[config.mk]
export PLATFORM = sky130hd
export DESIGN_NAME = sprite_renderer
export DESIGN_NICKNAME = d
export VERILOG_FILES = /design/src/rtl/sprite_renderer.sv
export SDC_FILE = /design/constraint.sdc
export NUM_CORES = 1
export LEC_CHECK = 0
export ABC_AREA = 0
export BUFFER_PORTS_ARGS = -buffer_cell sky130_fd_sc_hd__buf_2
export CAP_MARGIN = 25
export CORE_ASPECT_RATIO = 1.5
export CORE_UTILIZATION = 30
export CTS_BUF_LIST = sky130_fd_sc_hd__clkbuf_8 sky130_fd_sc_hd__clkbuf_16
export DETAILED_ROUTE_END_ITERATION = 10
export MAX_ROUTING_LAYER = met4
export PLACE_DENSITY = 0.57
export SLEW_MARGIN = 25
export SYNTH_ARGS = -nofsm -noshare
export SYNTH_HDL_FRONTEND = slang
export SYNTH_SLANG_ARGS = --single-unit
export TNS_END_PERCENT = 30
[constraint.sdc]
create_clock -name clk_i -period 4.1 [get_ports clk_i]
set_clock_uncertainty 0.05 [all_clocks]
set_input_delay 0 -clock clk_i [delete_from_list [all_inputs] [get_ports clk_i]]
set_output_delay 0 -clock clk_i [all_outputs]
set_load 0.01 [all_outputs]
[src/rtl/sprite_renderer.sv]
// Sprite blitter and screen clearer driving a pixel-write VGA adapter.
// Sprite pixels leave a two-stage pipeline that covers the synchronous ROM read.
module sprite_renderer #(
  parameter logic [7:0]  X_SCREEN_PIXELS = 8'd160,
  parameter logic [6:0]  Y_SCREEN_PIXELS = 7'd120,
  parameter int unsigned SPRITE_W        = 16,
  parameter int unsigned SPRITE_H        = 16,
  parameter logic [2:0]  KEY_COLOUR      = 3'b101
) (
  input  logic       clk_i,
  input  logic       rst_ni,
  input  logic       start_i,
  input  logic       clear_i,
  input  logic [7:0] x_in_i,
  input  logic [6:0] y_in_i,
  output logic [7:0] rom_addr_o,
  input  logic [2:0] rom_data_i,
  output logic [7:0] x_o,
  output logic [6:0] y_o,
  output logic [2:0] colour_o,
  output logic       plot_o,
  output logic       busy_o,
  output logic       done_o
);

  localparam int unsigned NumPix  = SPRITE_W * SPRITE_H;
  localparam logic [7:0]  LastAddr = 8'(NumPix - 1);
  localparam logic [7:0]  LastCol  = 8'(SPRITE_W - 1);
  localparam logic [7:0]  LastX    = X_SCREEN_PIXELS - 8'd1;
  localparam logic [6:0]  LastY    = Y_SCREEN_PIXELS - 7'd1;

  // StFetch issues ROM addresses, StDraw drains the two pipeline stages.
  typedef enum logic [2:0] {StIdle, StFetch, StDraw, StClear, StDone} state_e;

  state_e     state_q, state_d;
  logic [7:0] addr_q, addr_d;
  logic [7:0] col_q, col_d;
  logic [6:0] row_q, row_d;
  logic [7:0] xb_q, xb_d;
  logic [6:0] yb_q, yb_d;
  logic       drain_q, drain_d;
  logic       p1_valid_q, p1_valid_d;
  logic [7:0] p1_col_q, p1_col_d;
  logic [6:0] p1_row_q, p1_row_d;
  logic [7:0] x_q, x_d;
  logic [6:0] y_q, y_d;
  logic [2:0] colour_q, colour_d;
  logic       plot_q, plot_d;
  logic       busy_q, busy_d;
  logic       done_q, done_d;
  logic [8:0] x_sum;
  logic [7:0] y_sum;

  always_comb begin
    state_d    = state_q;
    addr_d     = addr_q;
    col_d      = col_q;
    row_d      = row_q;
    xb_d       = xb_q;
    yb_d       = yb_q;
    drain_d    = drain_q;
    p1_valid_d = (state_q == StFetch);
    p1_col_d   = col_q;
    p1_row_d   = row_q;
    x_d        = x_q;
    y_d        = y_q;
    colour_d   = colour_q;
    plot_d     = 1'b0;
    x_sum      = {1'b0, xb_q} + {1'b0, p1_col_q};
    y_sum      = {1'b0, yb_q} + {1'b0, p1_row_q};

    unique case (state_q)
      StIdle: begin
        if (clear_i) begin
          state_d  = StClear;
          x_d      = 8'd0;
          y_d      = 7'd0;
          colour_d = 3'b000;
          plot_d   = 1'b1;
        end else if (start_i) begin
          state_d = StFetch;
          addr_d  = 8'd0;
          col_d   = 8'd0;
          row_d   = 7'd0;
          xb_d    = x_in_i;
          yb_d    = y_in_i;
        end
      end
      StFetch: begin
        if (addr_q == LastAddr) begin
          state_d = StDraw;
          drain_d = 1'b0;
        end else begin
          addr_d = addr_q + 8'd1;
          if (col_q == LastCol) begin
            col_d = 8'd0;
            row_d = row_q + 7'd1;
          end else begin
            col_d = col_q + 8'd1;
          end
        end
      end
      StDraw: begin
        drain_d = 1'b1;
        if (drain_q) state_d = StDone;
      end
      StClear: begin
        if (x_q == LastX && y_q == LastY) begin
          state_d = StDone;
        end else begin
          plot_d = 1'b1;
          if (x_q == LastX) begin
            x_d = 8'd0;
            y_d = y_q + 7'd1;
          end else begin
            x_d = x_q + 8'd1;
          end
        end
      end
      StDone:  state_d = StIdle;
      default: state_d = StIdle;
    endcase

    // rom_data_i this cycle belongs to the address captured in stage 1.
    if (p1_valid_q) begin
      x_d      = x_sum[7:0];
      y_d      = y_sum[6:0];
      colour_d = rom_data_i;
      plot_d   = (rom_data_i != KEY_COLOUR) && (x_sum < {1'b0, X_SCREEN_PIXELS}) &&
                 (y_sum < {1'b0, Y_SCREEN_PIXELS});
    end

    busy_d = (state_d == StFetch) || (state_d == StDraw) || (state_d == StClear);
    done_d = (state_d == StDone);
  end

  always_ff @(posedge clk_i or negedge rst_ni) begin
    if (!rst_ni) begin
      state_q    <= StIdle;
      addr_q     <= 8'd0;
      col_q      <= 8'd0;
      row_q      <= 7'd0;
      xb_q       <= 8'd0;
      yb_q       <= 7'd0;
      drain_q    <= 1'b0;
      p1_valid_q <= 1'b0;
      p1_col_q   <= 8'd0;
      p1_row_q   <= 7'd0;
      x_q        <= 8'd0;
      y_q        <= 7'd0;
      colour_q   <= 3'b000;
      plot_q     <= 1'b0;
      busy_q     <= 1'b0;
      done_q     <= 1'b0;
    end else begin
      state_q    <= state_d;
      addr_q     <= addr_d;
      col_q      <= col_d;
      row_q      <= row_d;
      xb_q       <= xb_d;
      yb_q       <= yb_d;
      drain_q    <= drain_d;
      p1_valid_q <= p1_valid_d;
      p1_col_q   <= p1_col_d;
      p1_row_q   <= p1_row_d;
      x_q        <= x_d;
      y_q        <= y_d;
      colour_q   <= colour_d;
      plot_q     <= plot_d;
      busy_q     <= busy_d;
      done_q     <= done_d;
    end
  end

  assign rom_addr_o = addr_q;
  assign x_o        = x_q;
  assign y_o        = y_q;
  assign colour_o   = colour_q;
  assign plot_o     = plot_q;
  assign busy_o     = busy_q;
  assign done_o     = done_q;

endmodule

After elaboration in Yosys (flattened, before gate mapping):

Index checks and enable logic that the tools add are counted.

* ROM bits: 0
* bits of input ports: 22
* memory bits (writable): 0
* flip-flop bits (word level): 79
* bits in latches: 0
* memories kept: 0
* logic and storage cells: 101

* $lt $le $gt $ge: 2
* shift operators: 0
* bitwise operators: 1
* eq/ne operators: 20
* div/mod/pow operators: 0
* add/subtract/negate cells: 7
* multiply operators: 0
* reduce and logical (&&, ||, !) cells: 18
* muxes and demuxes: 37

Operator list (count)
* 8-bit two-way mux: 9
* 7-bit two-way mux: 8
* 8-bit one-hot mux with 2 select lines: 3
* 7-bit one-hot mux with 2 select lines: 2
* 8-bit by 1-bit adder with 8-bit output (second input constant): 3
* 3-bit two-way mux: 8
* 8-bit equality test (second input constant): 2
* 7-bit by 1-bit adder with 7-bit output (second input constant): 2
* 3-bit by 2-bit equality test with 1-bit output (second input constant): 4
* 3-bit inequality test (second input constant): 4
* 3-bit one-hot mux with 4 select lines: 1
* 8-bit by 8-bit adder with 9-bit output: 1
* 9-bit by 8-bit < comparator with 1-bit output (second input constant): 1
* 7-bit by 7-bit adder with 8-bit output: 1
* 8-bit by 4-bit equality test with 1-bit output (second input constant): 1
* 8-bit by 7-bit < comparator with 1-bit output (second input constant): 1
* 4-bit AND reduction: 2
* 2-bit nonzero test: 4
* 7-bit equality test (second input constant): 1
* 3-bit by 1-bit equality test with 1-bit output (second input constant): 2
* 2-bit inequality test (second input constant): 3
* 3-bit AND reduction: 2
* 5-bit AND reduction: 1
* 1-bit two-way mux: 4
* other kinds (9): 15

Depth between registers and ports, before layout:

Gate-level depths: netlist of the first run.

* word-level depth: 7
* gate-level depth with buffers: 9
* depth with buffers taken out: 9

Least setup slack after synthesis of the first run:

No wires, ideal clock.

* path kind: reg-to-reg
* from: reg yb_q[0]
* to: reg plot_q (netlist: plot_o)
* arrival: 1875 ps
* setup time: 120 ps
* setup slack: 2055 ps
* buffers on the path: 0
* cell stages (with the launch flop): 9
* cells stage by stage: dfrtp_1 > ha_1 > fa_1 > a211oi_1 > o21bai_1 > a21oi_1 > xnor2_1 > nand3_1 > and3_1

* cells in the longest elaborated chain, start to end: 4

Ends and longest elaborated chain
* start: declaration: line 40 `logic [6:0] yb_q, yb_d;`
* start signal: assignment: line 161 `yb_q <= yb_d;`
* 7-bit by 7-bit adder with 8-bit output: line 70 `y_sum = {1'b0, yb_q} + {1'b0, p1_row_q};`
* 8-bit by 7-bit < comparator with 1-bit output: line 130 `(y_sum < {1'b0, Y_SCREEN_PIXELS});`
* 1-bit logical AND: line 129 `plot_d = (rom_data_i != KEY_COLOUR) && (x_sum < {1'b0, X_SCREEN_PIXELS}) &&`
* 1-bit two-way mux: line 125 `if (p1_valid_q) begin`
* net plot_d: line 48 `logic plot_q, plot_d;`
* end signal: assignment: line 169 `plot_q <= plot_d;`
* end: declaration: line 48

The timed path passes the listed nets, and every way through them passes these cells.
A chain may end at the register's enable or synchronous reset.

Worst setup path in the final report of the first run:

Same ends and word-level chain as after synthesis.

==> results of run 1 <==
==> routing by layer <==
layer  part of all wire  wire length (um)
met3              0.030               290
met4              0.025               244
met1               0.44              4220
met5                  0                 0
met2               0.50              4820
==> kinds of logic after synthesis <==
group / Yosys count / share of synthesized area
DFF: 79 / 0.478
buffers and inverters: 22 / 0.0248
and+or+nand+nor: 149 / 0.190
adders and majority gates: 22 / 0.0703
xor gates and xnor gates: 21 / 0.0445
AOI/OAI and AO/OA: 94 / 0.149
muxes: 16 / 0.0433
==> worst max-delay path: stages, from the launching register on <==
cell and delay [ns]:
dfrtp_1 0.40, ha_1 0.23, fa_1 0.41, a211oi_1 0.35, o21bai_1 0.14, a21oi_1 0.19
xnor2_1 0.19, nand3_1 0.10, and3_1 0.15
==> Yosys cell counts, types with 3 or more instances <==
cell type,instances
nor2_2,3
a21oi_1,16
nor3_2,4
buf_2,7
nand2_1,37
o21bai_1,3
o21ai_0,10
inv_1,11
nor3b_1,3
xor2_1,7
nand4_1,3
mux2_1,5
a211oi_1,4
nand3b_1,3
o21a_1,3
xnor2_1,14
and3_1,11
nor2_1,39
o211ai_1,3
nand3_1,15
dfrtp_1,79
ha_1,20
nor3_1,8
mux2_2,10
o21ai_1,29
nand2b_1,7
==> power by group through the flow <==
| stage | combinational, mW | sequential [mW] | clock, mW |
|---|---|---|---|
| after global placement | 0.0579 | 0.808 | 0 |
| after global routing | 0.0830 | 0.795 | 0.839 |
| final | 0.0728 | 0.794 | 0.776 |
| after CTS | 0.0743 | 0.794 | 0.805 |
| after floorplan | 0.0242 | 0.807 | 0 |
| after detailed placement | 0.0591 | 0.809 | 0 |
==> worst paths after layout <==
| path | to | depth (start not counted) |
|---|---|---|
| max | plot_o | 8 |
| min reg2reg | p1_row_q[6] | 0 |
| min in group asynchronous | yb_q[0] | 2 |
| max reg2reg | plot_o | 8 |
| max in group asynchronous | y_o[4] | 2 |
| min | rom_addr_o[5] | 4 |
==> cell type report <==
class,instances,share of cell area
Inverter,11,0.00820
Clock inverter,7,0.0129
Tap cell,162,0.0403
Multi-Input combinational cell,302,0.409
Timing Repair Buffer,71,0.0922
Clock buffer,9,0.0447
Sequential cell,79,0.393
==> per-stage QoR <==
step                      cell area, sq um   util  std cells  hold slack, ns
after global routing                  5030  0.374        641           0.226
after global placement                4530  0.337        605           0.167
after CTS                             5020  0.373        641           0.147
after detailed placement              4530  0.337        605           0.180
after floorplan                       4130      -        403          -0.346
final                                 5030  0.374        641           0.154
==> registers in the layout, indices dropped and copies added (netlist names), 3 cells and up <==
register and flops:
x_o 8, state_q 3, col_q 8, xb_q 8, p1_row_d 7, colour_o 3, p1_col_q 8, rom_addr_o 8
p1_row_q 7, yb_q 7, y_o 7
==> what timing repair did <==
| action | CTS | global route |
|---|---|---|
| hold buffers | 20 | 0 |
| endpoints found under the hold margin | 99 | 0 |
| gates resized for setup | 0 | 0 |
==> flow_summary.toml, run 1 <==
[outcome]
status = "finished, violations left"
violations = "design-rule violations"

[clock_network]
clk_latency_ns = 0.34
h-tree-depth = 3
cts.path.max_buffers = 2
cts.sinks = 79
cts_setup_buffers = 0
clk_pin_slew_ns = 0.06
root_buffer = "clkbuf_16"
cts_buffers = 9
cts_tree = "built"

[die]
die_w_um = 97.8
ioPinCount = 51
die_height_um = 146
rows = 52
start_util = 0.307
die_area_sq_mm = 0.0143
core_sq_mm = 0.0135

[yosys]
synthTopCellsByArea = "dfrtp_1 48%, ha_1 6.1%, nor2_1 3.5%"
synth_top_area_frac = 0.478
syn_area_per_cell_sq_um = 10.3
ys_types = 63
synth_edf_count = 0
async_flop_share = 1.00
syn_inst = 403
synth_fp_nets = 447
synth_top_area_cell = "dfrtp_1"
netlist_area_sq_mm = 0.00413
yosys_register_bits = 79
ys_seq_area_frac = 0.478
synth_top_flop_cell = "dfrtp_1"
yosys_warnings = 0

[pwr]
p_int_mw = 1.29
p_leak_nw = 2.22
power_density_mw_per_mm2 = 326
switching_power_uw = 354
swShare = 0.216
ir_drop_v = 0.000168
power_frac_seq = 0.483
combPwrFrac = 0.044
p_clk_frac = 0.472
report.power.total_mw = 1.64

[routing]
wl_per_cell_um = 14.9
drt-pass1-iter-count = 7
drc_errors = 2
ant_nets = 0
wl_um = 9570
vias = 3241
post_drt_via_cell_ratio = 5.06
drt_iter0_drc = 171

[placed_design]
io_buffers = 50
place_congestion = 0.851
pre_cts_ws_ns = 1.62
hpwl_um = 6990

[worst_setup_path]
critPathLaunch = "yb_q[0]"
cp_max_fo = 2
required_ns = 4.28
endpoint_kind = "flip-flop"
start_kind = "flip-flop"
arrival_ns = 2.48
crit_type = "reg -> reg"
reg2reg_setup_slack_ns = 1.80
rr_startpoint = "yb_q[0]"

[final_layout]
drive_gt1_frac = 0.200
seqCellArea_sq_mm = 0.00198
final_common_cell = "dfrtp_1"
multi_input_area_sq_mm = 0.00206
nets = 518
antenna_cells = 0
final_cell_mix = "79 x dfrtp_1, 49 x buf_2, 39 x nor2_1, 37 x nand2_1, 29 x o21ai_1"
fill_cells = 1323
syn_to_final_growth_pct = 21.9

[sta]
finalHoldViolCount = 0
max_freq_mhz = 435
max-slew-margin-rel = 0.403
fin_crit_ns = 2.30
grt_setup_unrepaired = "no"
timing.final.crit_share = 0.561
maxSlewViolCount = 0
finalSetupViolations = 0
tightest_slew_ns = 0.895
setup_ws_ns = 1.80
fin_tns_setup_ns = 0

[global_routing]
grt_pass1_vias = 3233
track_usage = 0.148
antenna_found_initial = 0
use_met1 = 0.172
grt.met2_usage = 0.241
grt_pass1_wl_um = 16000
use_met3 = 0.0351
busiest_layer = "met2"
grt_max_degree = 80
grt_overflow = 0

[min_path]
hp-class = "in -> reg"
hold_start = "clear_i"

[run]
cap_violations = 0
Note: power is estimated with default switching activity, not from simulation.
==> run 2: changes to the inputs <==
- ABC_AREA: 0 -> 1
- PLACE_DENSITY: 0.57 -> 0.58
- clock period: 4.1 -> 1.9 ns (I/O delays scaled with it)
==> flow_summary.toml, run 2 <==
[outcome]
status = "finished clean"

[yosys]
synthTopCellsByArea = "dfrtp_1 47%, nand2_1 13%, ha_1 5.9%"
synth_fp_nets = 552
synth_edf_count = 0
yosys_register_bits = 79
yosysMostFrequentCell = "nand2_1"
synth_top_flop_cell = "dfrtp_1"
syn_area_per_cell_sq_um = 8.35
ys_seq_area_frac = 0.466
yosys-top-cells-count = "152 x nand2_1, 79 x dfrtp_1, 53 x inv_1"
async_flop_share = 1.00
yosys_warnings = 0
syn_inst = 508
netlist_area_sq_mm = 0.00424
ys_types = 40
synth_top_area_cell = "dfrtp_1"
synth_top_area_frac = 0.466

[pwr]
p_clk_frac = 0.498
swShare = 0.199
combPwrFrac = 0.028
ir_drop_v = 0.000436
p_leak_nw = 2.71
p_int_mw = 2.85
power_density_mw_per_mm2 = 669
power_frac_seq = 0.474
switching_power_uw = 710

[routing]
drt-pass1-iter-count = 4
drc_errors = 0
ant_nets = 0
vias = 3633
wl_um = 9880
drt_iter0_drc = 131
post_drt_via_cell_ratio = 4.74
wl_per_cell_um = 12.9

[worst_setup_path]
required_ns = 2.07
crit_type = "reg -> reg"
arrival_ns = 1.96
start_kind = "flip-flop"
cp_max_fo = 9
endpoint_kind = "flip-flop"

[clock_network]
cts.path.max_buffers = 2
cts_buffers = 9
cts_tree = "built"
clk_pin_slew_ns = 0.06
cts.sinks = 79
clk_latency_ns = 0.33
h-tree-depth = 3
root_buffer = "clkbuf_16"

[sta]
max_freq_mhz = 560
maxSlewViolCount = 0
fin_crit_ns = 1.78
finalSetupViolations = 0
setup_ws_ns = 0.116
timing.final.crit_share = 0.939
max-slew-margin-rel = 0.651
grt_setup_unrepaired = "no"
finalHoldViolCount = 0
fin_tns_setup_ns = 0
tightest_slew_ns = 0.523

[global_routing]
grt_overflow = 0
grt_pass1_wl_um = 17000
antenna_found_initial = 0
grt_pass1_vias = 3820
grt_max_degree = 42
track_usage = 0.152

[final_layout]
nets = 644
final_common_cell = "nand2_1"
drive_gt1_frac = 0.197
fin_cells = 767
antenna_cells = 0
syn_to_final_growth_pct = 25.5
final_cell_mix = "152 x nand2_1, 79 x dfrtp_1, 55 x inv_1, 49 x buf_2, 33 x nand3_1"
fill_cells = 1382

[placed_design]
hpwl_um = 7570
pre_cts_ws_ns = 0.0486
io_buffers = 50
place_congestion = 0.856
placed_cells = 731

[die]
ioPinCount = 51
die_area_sq_mm = 0.0146
start_util = 0.310
die_w_um = 99.1
rows = 52
core_sq_mm = 0.0137
die_height_um = 148

[run]
cap_violations = 0

[min_path]
hp-class = "in -> reg"
-- run 2: cell types whose count changed in the layout (fill, tap and decap cells not counted), sizes merged, moves of 7 or more --
cell / change
and3: -11
buf: +20
inv: +46
mux2: -15
nand2: +121
nand2b: -7
nand3: +21
xnor2: -9
-- run 2: final timing paths --
path,start,slack (ns),to,cells past startpoint
setup / recovery,rom_addr_o[0],0.12,col_q[6],10
hold / removal,clear_i,0.008,colour_o[1],4
setup reg to reg,rom_addr_o[0],0.12,col_q[6],10
hold reg to reg,col_q[3],0.35,p1_col_q[3],0
max in group asynchronous,rst_ni,1.06,plot_o,3
min in group asynchronous,rst_ni,0.14,rom_addr_o[5],2
-- run 2: worst max-delay path, stage by stage, from the launching register on --
cell and delay (ns):
dfrtp_1 0.36, ha_1 0.19, nand2_1 0.11, nor3_4 0.15, nand3_2 0.12, nand2_4 0.11
nand2_4 0.10, buf_4 0.18, nand2_1 0.07, xor2_1 0.16, nor2_1 0.05
-- run 2: final cells by class --
type / count / area [sq um] / area share
multi-input cells: 363 / 2000 / 0.375
flip-flops and latches: 79 / 1980 / 0.371
clock inverters: 4 / 45.0 / 0.00846
clock buffers: 12 / 267 / 0.0501
well taps: 162 / 203 / 0.0381
repair buffers: 91 / 623 / 0.117
inverters: 56 / 213 / 0.0400
-- run 2: per-layer routing --
layer,GRT usage,part of all wire,wire [um],up-vias
met3,0.0203,0.026,259,13
met1,0.157,0.41,4020,1728
met4,0.0757,0.021,212,0
li1,-,-,-,1834
met5,-,0,0,-
met2,0.279,0.55,5390,58
-- run 2: per-stage QoR --
step	power, mW	util	hold slack, ns	area (sq um)
after floorplan	1.72	-	-0.346	4240
after global placement	1.79	0.351	-0.0386	4790
after detailed placement	1.79	0.351	-0.0306	4790
after CTS	3.62	0.388	0.00928	5310
after global routing	3.69	0.390	0.0413	5320
final	3.56	0.390	0.00824	5320
-- run 2: power by group through the flow --
stage	registers [mW]	logic, mW	clock network [mW]
after floorplan	1.72	0.00418	0
after global placement	1.72	0.0710	0
after detailed placement	1.72	0.0724	0
after CTS	1.69	0.104	1.83
after global routing	1.68	0.115	1.89
final	1.69	0.101	1.77
-- run 2: cells by family (layout without fill, tap and decap cells) --
| kind of cell | after synthesis | count (layout) | synth area share |
|---|---|---|---|
| AO/OA/AOI/OAI | 70 | 70 | 0.101 |
| XOR/XNOR | 13 | 13 | 0.0268 |
| adder cells (fa/ha/maj) | 22 | 22 | 0.0684 |
| buffers and inverters | 66 | 163 | 0.0676 |
| flip-flops | 79 | 79 | 0.466 |
| AND/OR/NAND/NOR | 258 | 258 | 0.270 |
-- run 2: timing repair --
action | CTS | global route
setup endpoints to repair | 0 | 5
setup buffers | 0 | 0
endpoints found under the hold margin | 57 | 0
hold buffers | 20 | 0
resized for setup | 0 | 5
